===== src/rtl/sc_mvm_engine.sv =====
// Stochastic-computing matrix-vector multiply: N bipolar activation streams
// scaled by one signed weight, accumulated in saturating up/down counters.
module sc_mvm_engine #(
   parameter int N  = 4,
   parameter int XW = 4,
   parameter int WW = 6,
   parameter int AW = 8
) (
   input  logic            i_clk_smvm,
   input  logic            i_rst_smvm,
   input  logic            i_start_smvm,
   input  logic            i_acc_mode,
   input  logic [N*XW-1:0] i_x_bn,
   input  logic [WW-1:0]   i_w_smvm,
   output logic            o_ready,
   output logic            o_busy,
   output logic            o_valid,
   output logic [N*AW-1:0] o_wx_result
);

   typedef enum logic [1:0] {S_IDLE, S_RUN, S_DONE} state_t;

   localparam logic [XW-1:0] XOFF    = {1'b1, {(XW-1){1'b0}}};
   localparam logic [AW-1:0] ACC_MAX = {1'b0, {(AW-1){1'b1}}};
   localparam logic [AW-1:0] ACC_MIN = {1'b1, {(AW-1){1'b0}}};

   state_t                  state_q, state_d;
   logic [N*XW-1:0]         x_q, x_d;
   logic [WW-1:0]           len_q, len_d;
   logic [WW-1:0]           k_q, k_d;
   logic                    neg_q, neg_d;
   logic [N-1:0][AW-1:0]    acc_q, acc_d;
   logic [WW-1:0]           w_abs;
   logic [XW-1:0]           rev;
   logic [N-1:0]            up_s;

   function automatic logic [AW-1:0] sat_step(input logic [AW-1:0] a, input logic up);
      if (up) return (a == ACC_MAX) ? a : a + 1'b1;
      else    return (a == ACC_MIN) ? a : a - 1'b1;
   endfunction

   // |w| as unsigned WW bits, so the most negative weight maps to 2^(WW-1)
   assign w_abs = i_w_smvm[WW-1] ? (~i_w_smvm + 1'b1) : i_w_smvm;

   always_comb begin
      rev = '0;
      for (int unsigned i = 0; i < XW; i++) rev[i] = k_q[XW-1-i];
   end

   // Offset-binary activation compared against the bit-reversed counter
   always_comb begin
      up_s = '0;
      for (int unsigned c = 0; c < N; c++)
         up_s[c] = ((x_q[c*XW +: XW] ^ XOFF) > rev) ^ neg_q;
   end

   always_comb begin
      state_d = state_q;
      x_d     = x_q;
      len_d   = len_q;
      k_d     = k_q;
      neg_d   = neg_q;
      acc_d   = acc_q;
      case (state_q)
         S_IDLE: begin
            if (i_start_smvm) begin
               x_d   = i_x_bn;
               len_d = w_abs;
               neg_d = i_w_smvm[WW-1];
               k_d   = '0;
               // Mode only matters at this edge, so it is consumed here rather than stored
               if (!i_acc_mode) acc_d = '0;
               state_d = (w_abs != '0) ? S_RUN : S_DONE;
            end
         end
         S_RUN: begin
            for (int unsigned c = 0; c < N; c++) acc_d[c] = sat_step(acc_q[c], up_s[c]);
            k_d = k_q + 1'b1;
            if (k_q == len_q - 1'b1) state_d = S_DONE;
         end
         S_DONE:  state_d = S_IDLE;
         default: state_d = S_IDLE;
      endcase
   end

   always_ff @(posedge i_clk_smvm) begin
      if (i_rst_smvm) begin
         state_q <= S_IDLE;
         x_q     <= '0;
         len_q   <= '0;
         k_q     <= '0;
         neg_q   <= 1'b0;
         acc_q   <= '0;
      end else begin
         state_q <= state_d;
         x_q     <= x_d;
         len_q   <= len_d;
         k_q     <= k_d;
         neg_q   <= neg_d;
         acc_q   <= acc_d;
      end
   end

   assign o_ready     = (state_q == S_IDLE);
   assign o_busy      = (state_q == S_RUN) || (state_q == S_DONE);
   assign o_valid     = (state_q == S_DONE);
   assign o_wx_result = acc_q;

endmodule


===== config.mk =====
export PLATFORM = sky130hd
export DESIGN_NAME = sc_mvm_engine
export DESIGN_NICKNAME = d
export VERILOG_FILES = /design/src/rtl/sc_mvm_engine.sv
export SDC_FILE = /design/constraint.sdc
export NUM_CORES = 1
export LEC_CHECK = 0
export BUFFER_PORTS_ARGS = -buffer_cell sky130_fd_sc_hd__buf_4
export CORE_UTILIZATION = 63
export DETAILED_ROUTE_END_ITERATION = 8
export GPL_ROUTABILITY_DRIVEN = 0
export PLACE_DENSITY = 0.83
export SLEW_MARGIN = 40
export SYNTH_ARGS = -nofsm -noshare
export SYNTH_HDL_FRONTEND = slang
export SYNTH_SLANG_ARGS = --single-unit

===== constraint.sdc =====
create_clock -name i_clk_smvm -period 8.4 [get_ports i_clk_smvm]
set_clock_uncertainty 0.15 [all_clocks]
set_input_delay 0.84 -clock i_clk_smvm [delete_from_list [all_inputs] [get_ports i_clk_smvm]]
set_output_delay 0.84 -clock i_clk_smvm [all_outputs]
set_load 0.05 [all_outputs]

==> run summary <==
outcome: finished clean
Mapped Nets: 640
Via density: 6.04
layout cell share with drive strength beyond 1: 0.145
fin crit share: 0.431
Avg Cell Area, Syn: 7.63 um2
ys flop type: dfxtp_1
CTS Sinks: 63
Seq pwr share: 0.351
largest net degree at the start of global routing: 63
worst-margin pin slew: 0.768 ns
Crit path required time: 8.52 ns
via count: 4,332
area grow syn2layout: 13.8%
synthesized instance count: 579
Crit Path Max Fanout: 14
Placement Setup Slack: 4.78 ns
Psw: 0.373 mW
Setup Viol. Count Final: 0
Tmin final: 3.62 ns
DR pass1 iterations: 5
Worst VDD drop: 143 uV
die span in y: 85.7 um
GRT Total Usage: 0.295
H-tree level count: 3
antenna cells: 0
met2 GRT Util: 0.521
core area: 6790 um2
DRT iter0 DRCs: 207
met3 GRT Util: 0.0529
critical path class: flop to flop
largest family of logic cells by synthesized area: simple AND/OR/NAND/NOR gates
Final Slew Violations: 0
Clock power frac: 0.263
Crit Reg-Reg Startpoint: k_q[2]
CTS tree: built
Worst EP arrival: 3.75 ns
vias in the first global route: 3,928
root buffer cell: clkbuf_8
register bit count reported by yosys: 63
Initial Util: 0.650
HP Start: x_q[7]
Final Hold Viols: 0
Post-CTS Hold Fix Bufs: 0
Post-synth EDFFs: 0
clk buf depth: 2
sw frac: 0.387
setup ws final: 4.78 ns
CP Capture Type: flop
Worst Setup SP: k_q[2]
most frequent cells in the layout: nand2_1 (71), dfxtp_1 (63), buf_4 (61)
Yosys cell types: 62
synthesized-area fraction occupied by adder cells: 0.0991
Synth Area in Compound Gates: 0.223
initial antenna violation count: 0
M1 GR Usage: 0.359
Die X: 85.7 um
LEAKAGE: 2.09 nW
Final #Nets: 678
global route overflow: 0
antenna-violating nets left: 0
setup repair bufs after CTS: 0
port bufs: 60
startpoint types: flop
max-cap check violation count: 0
io pins: 61
Async SR Flop Fraction: 0
register area share after synthesis: 0.285
CTS buffer count: 9
Gate power share: 0.386
Slew Limit Headroom: 0.488
post-CTS sizing: 0
Cell Area, Synth: 4420 um2
FMAX: 276 MHz
Reg clk slew, reported paths: 0.07 ns
number of remaining DRC errors: 0
first-pass GRT wire length: 17.5 mm
Synth Area in Simple Gates: 0.255
FILL cells: 536
Avg WL per Cell: 14.8 um
Post-Synth XOR/XNOR Area: 0.0456
Hold Crit Class: flop to flop
P per Cell Area: 192 nW/um2
Worst-Skew Late Latency: 0.35 ns
busiest layer in global routing: met2
Routed Wire Length: 10.6 mm
Die Footprint: 7350 um2
HPWL after DPL: 7.33 mm
Setup TNS: 0 ns
mux contribution to synthesized area: 0.0368
commonest non-fill, non-tap cell in the layout: nand2_1
RSZ-0062 raised after global routing: false
YS warnings: 0
Pint: 0.591 mW
Std-Cell Rows: 30
synth_stat cells, drive strengths merged (3+ instances only):
library cell	n	area, um2
inv	24	92.6
xor2	12	105
o31ai	6	45.0
nor4	7	43.8
nor3	20	100
or4	3	26.3
a21o	8	60.1
buf	10	58.8
nor2	56	213
o41ai	4	42.6
mux2i	14	140
or2	4	25.0
nand2b	9	56.3
a31oi	6	37.5
clkbuf	24	90.1
o21ai	20	100
xnor2	11	96.3
nand2	71	267
ha	35	438
dfxtp	63	1260
o211ai	4	48.8
a22oi	6	45.0
o21bai	3	22.5
o21a	10	75.1
a21oi	58	290
nand3	22	110
a31o	4	35.0
nor4b	4	35.0
nor2b	9	56.3
nand4b	4	35.0
nand4	10	62.6
or3	3	18.8
a211oi	5	37.5
and3	5	31.3
worst paths after layout:
| check | end | slack [ns] | cells after the start |
|---|---|---|---|
| worst max-delay path | o_wx_result[31] | 4.78 | 14 |
| worst min-delay path | x_q[7] | 0.31 | 2 |
| worst max register to register | o_wx_result[31] | 4.78 | 14 |
| worst min register to register | x_q[7] | 0.31 | 2 |
cell families (layout without fill, tap and decap cells):
logic type	Yosys count	count (layout)
buf+inv	59	101
xor+xnor	23	23
mux	16	16
compound gates	150	150
flops	63	63
simple gates	233	233
fa+ha+maj	35	35
routing by layer:
layer / up-vias / part of all wire
met5: - / 0
met4: 0 / 0.014
met3: 16 / 0.048
met2: 118 / 0.50
met1: 2045 / 0.44
li1: 2153 / -
sequential cells by signal, indices dropped and copies added, names as in the netlist:
name	flops
x_q	16
neg_q	1
len_q	6
state_q	2
o_wx_result	32
k_q	6
critical path, stage by stage, from the launching register on:
cell and delay, ns:
dfxtp_1 0.33, inv_1 0.23, ha_1 0.30, nor2b_1 0.13
o21a_1 0.17, o2111ai_1 0.17, o311a_1 0.56, ha_1 0.40
a41o_1 0.28, a31o_2 0.24, a21oi_1 0.13, mux2i_1 0.10
nor2_1 0.11, o21ai_0 0.08, a21oi_1 0.17
stage by stage:
step                      instances  instance area [um2]  hold slack [ns]   util  power, mW
after floorplan                 579                 4420            0.286      -      0.635
after detailed placement        702                 4850            0.299  0.713      0.710
after CTS                       717                 5030            0.309  0.740      0.962
after global routing            717                 5030            0.330  0.740       1.02
final                           717                 5030            0.307  0.740      0.964
after global placement          702                 4850            0.296  0.713      0.697
power groups by stage:
stage	Clock [mW]	Combinational, mW	Sequential, mW
after global placement	0	0.353	0.344
after global routing	0.268	0.411	0.341
final	0.253	0.372	0.339
after CTS	0.256	0.368	0.338
after detailed placement	0	0.365	0.344
after floorplan	0	0.280	0.355
final cells by class:
cell class              count  area (um2)  area share
clock buffers              11         131      0.0261
clock inverters             4        47.5     0.00946
inverters                  25        96.3      0.0192
multi-input cells         457        2910       0.579
flip-flops and latches     63        1260       0.251
well taps                  96         120      0.0239
repair buffers             61         458      0.0911
Power figures use the tool's default switching activity.
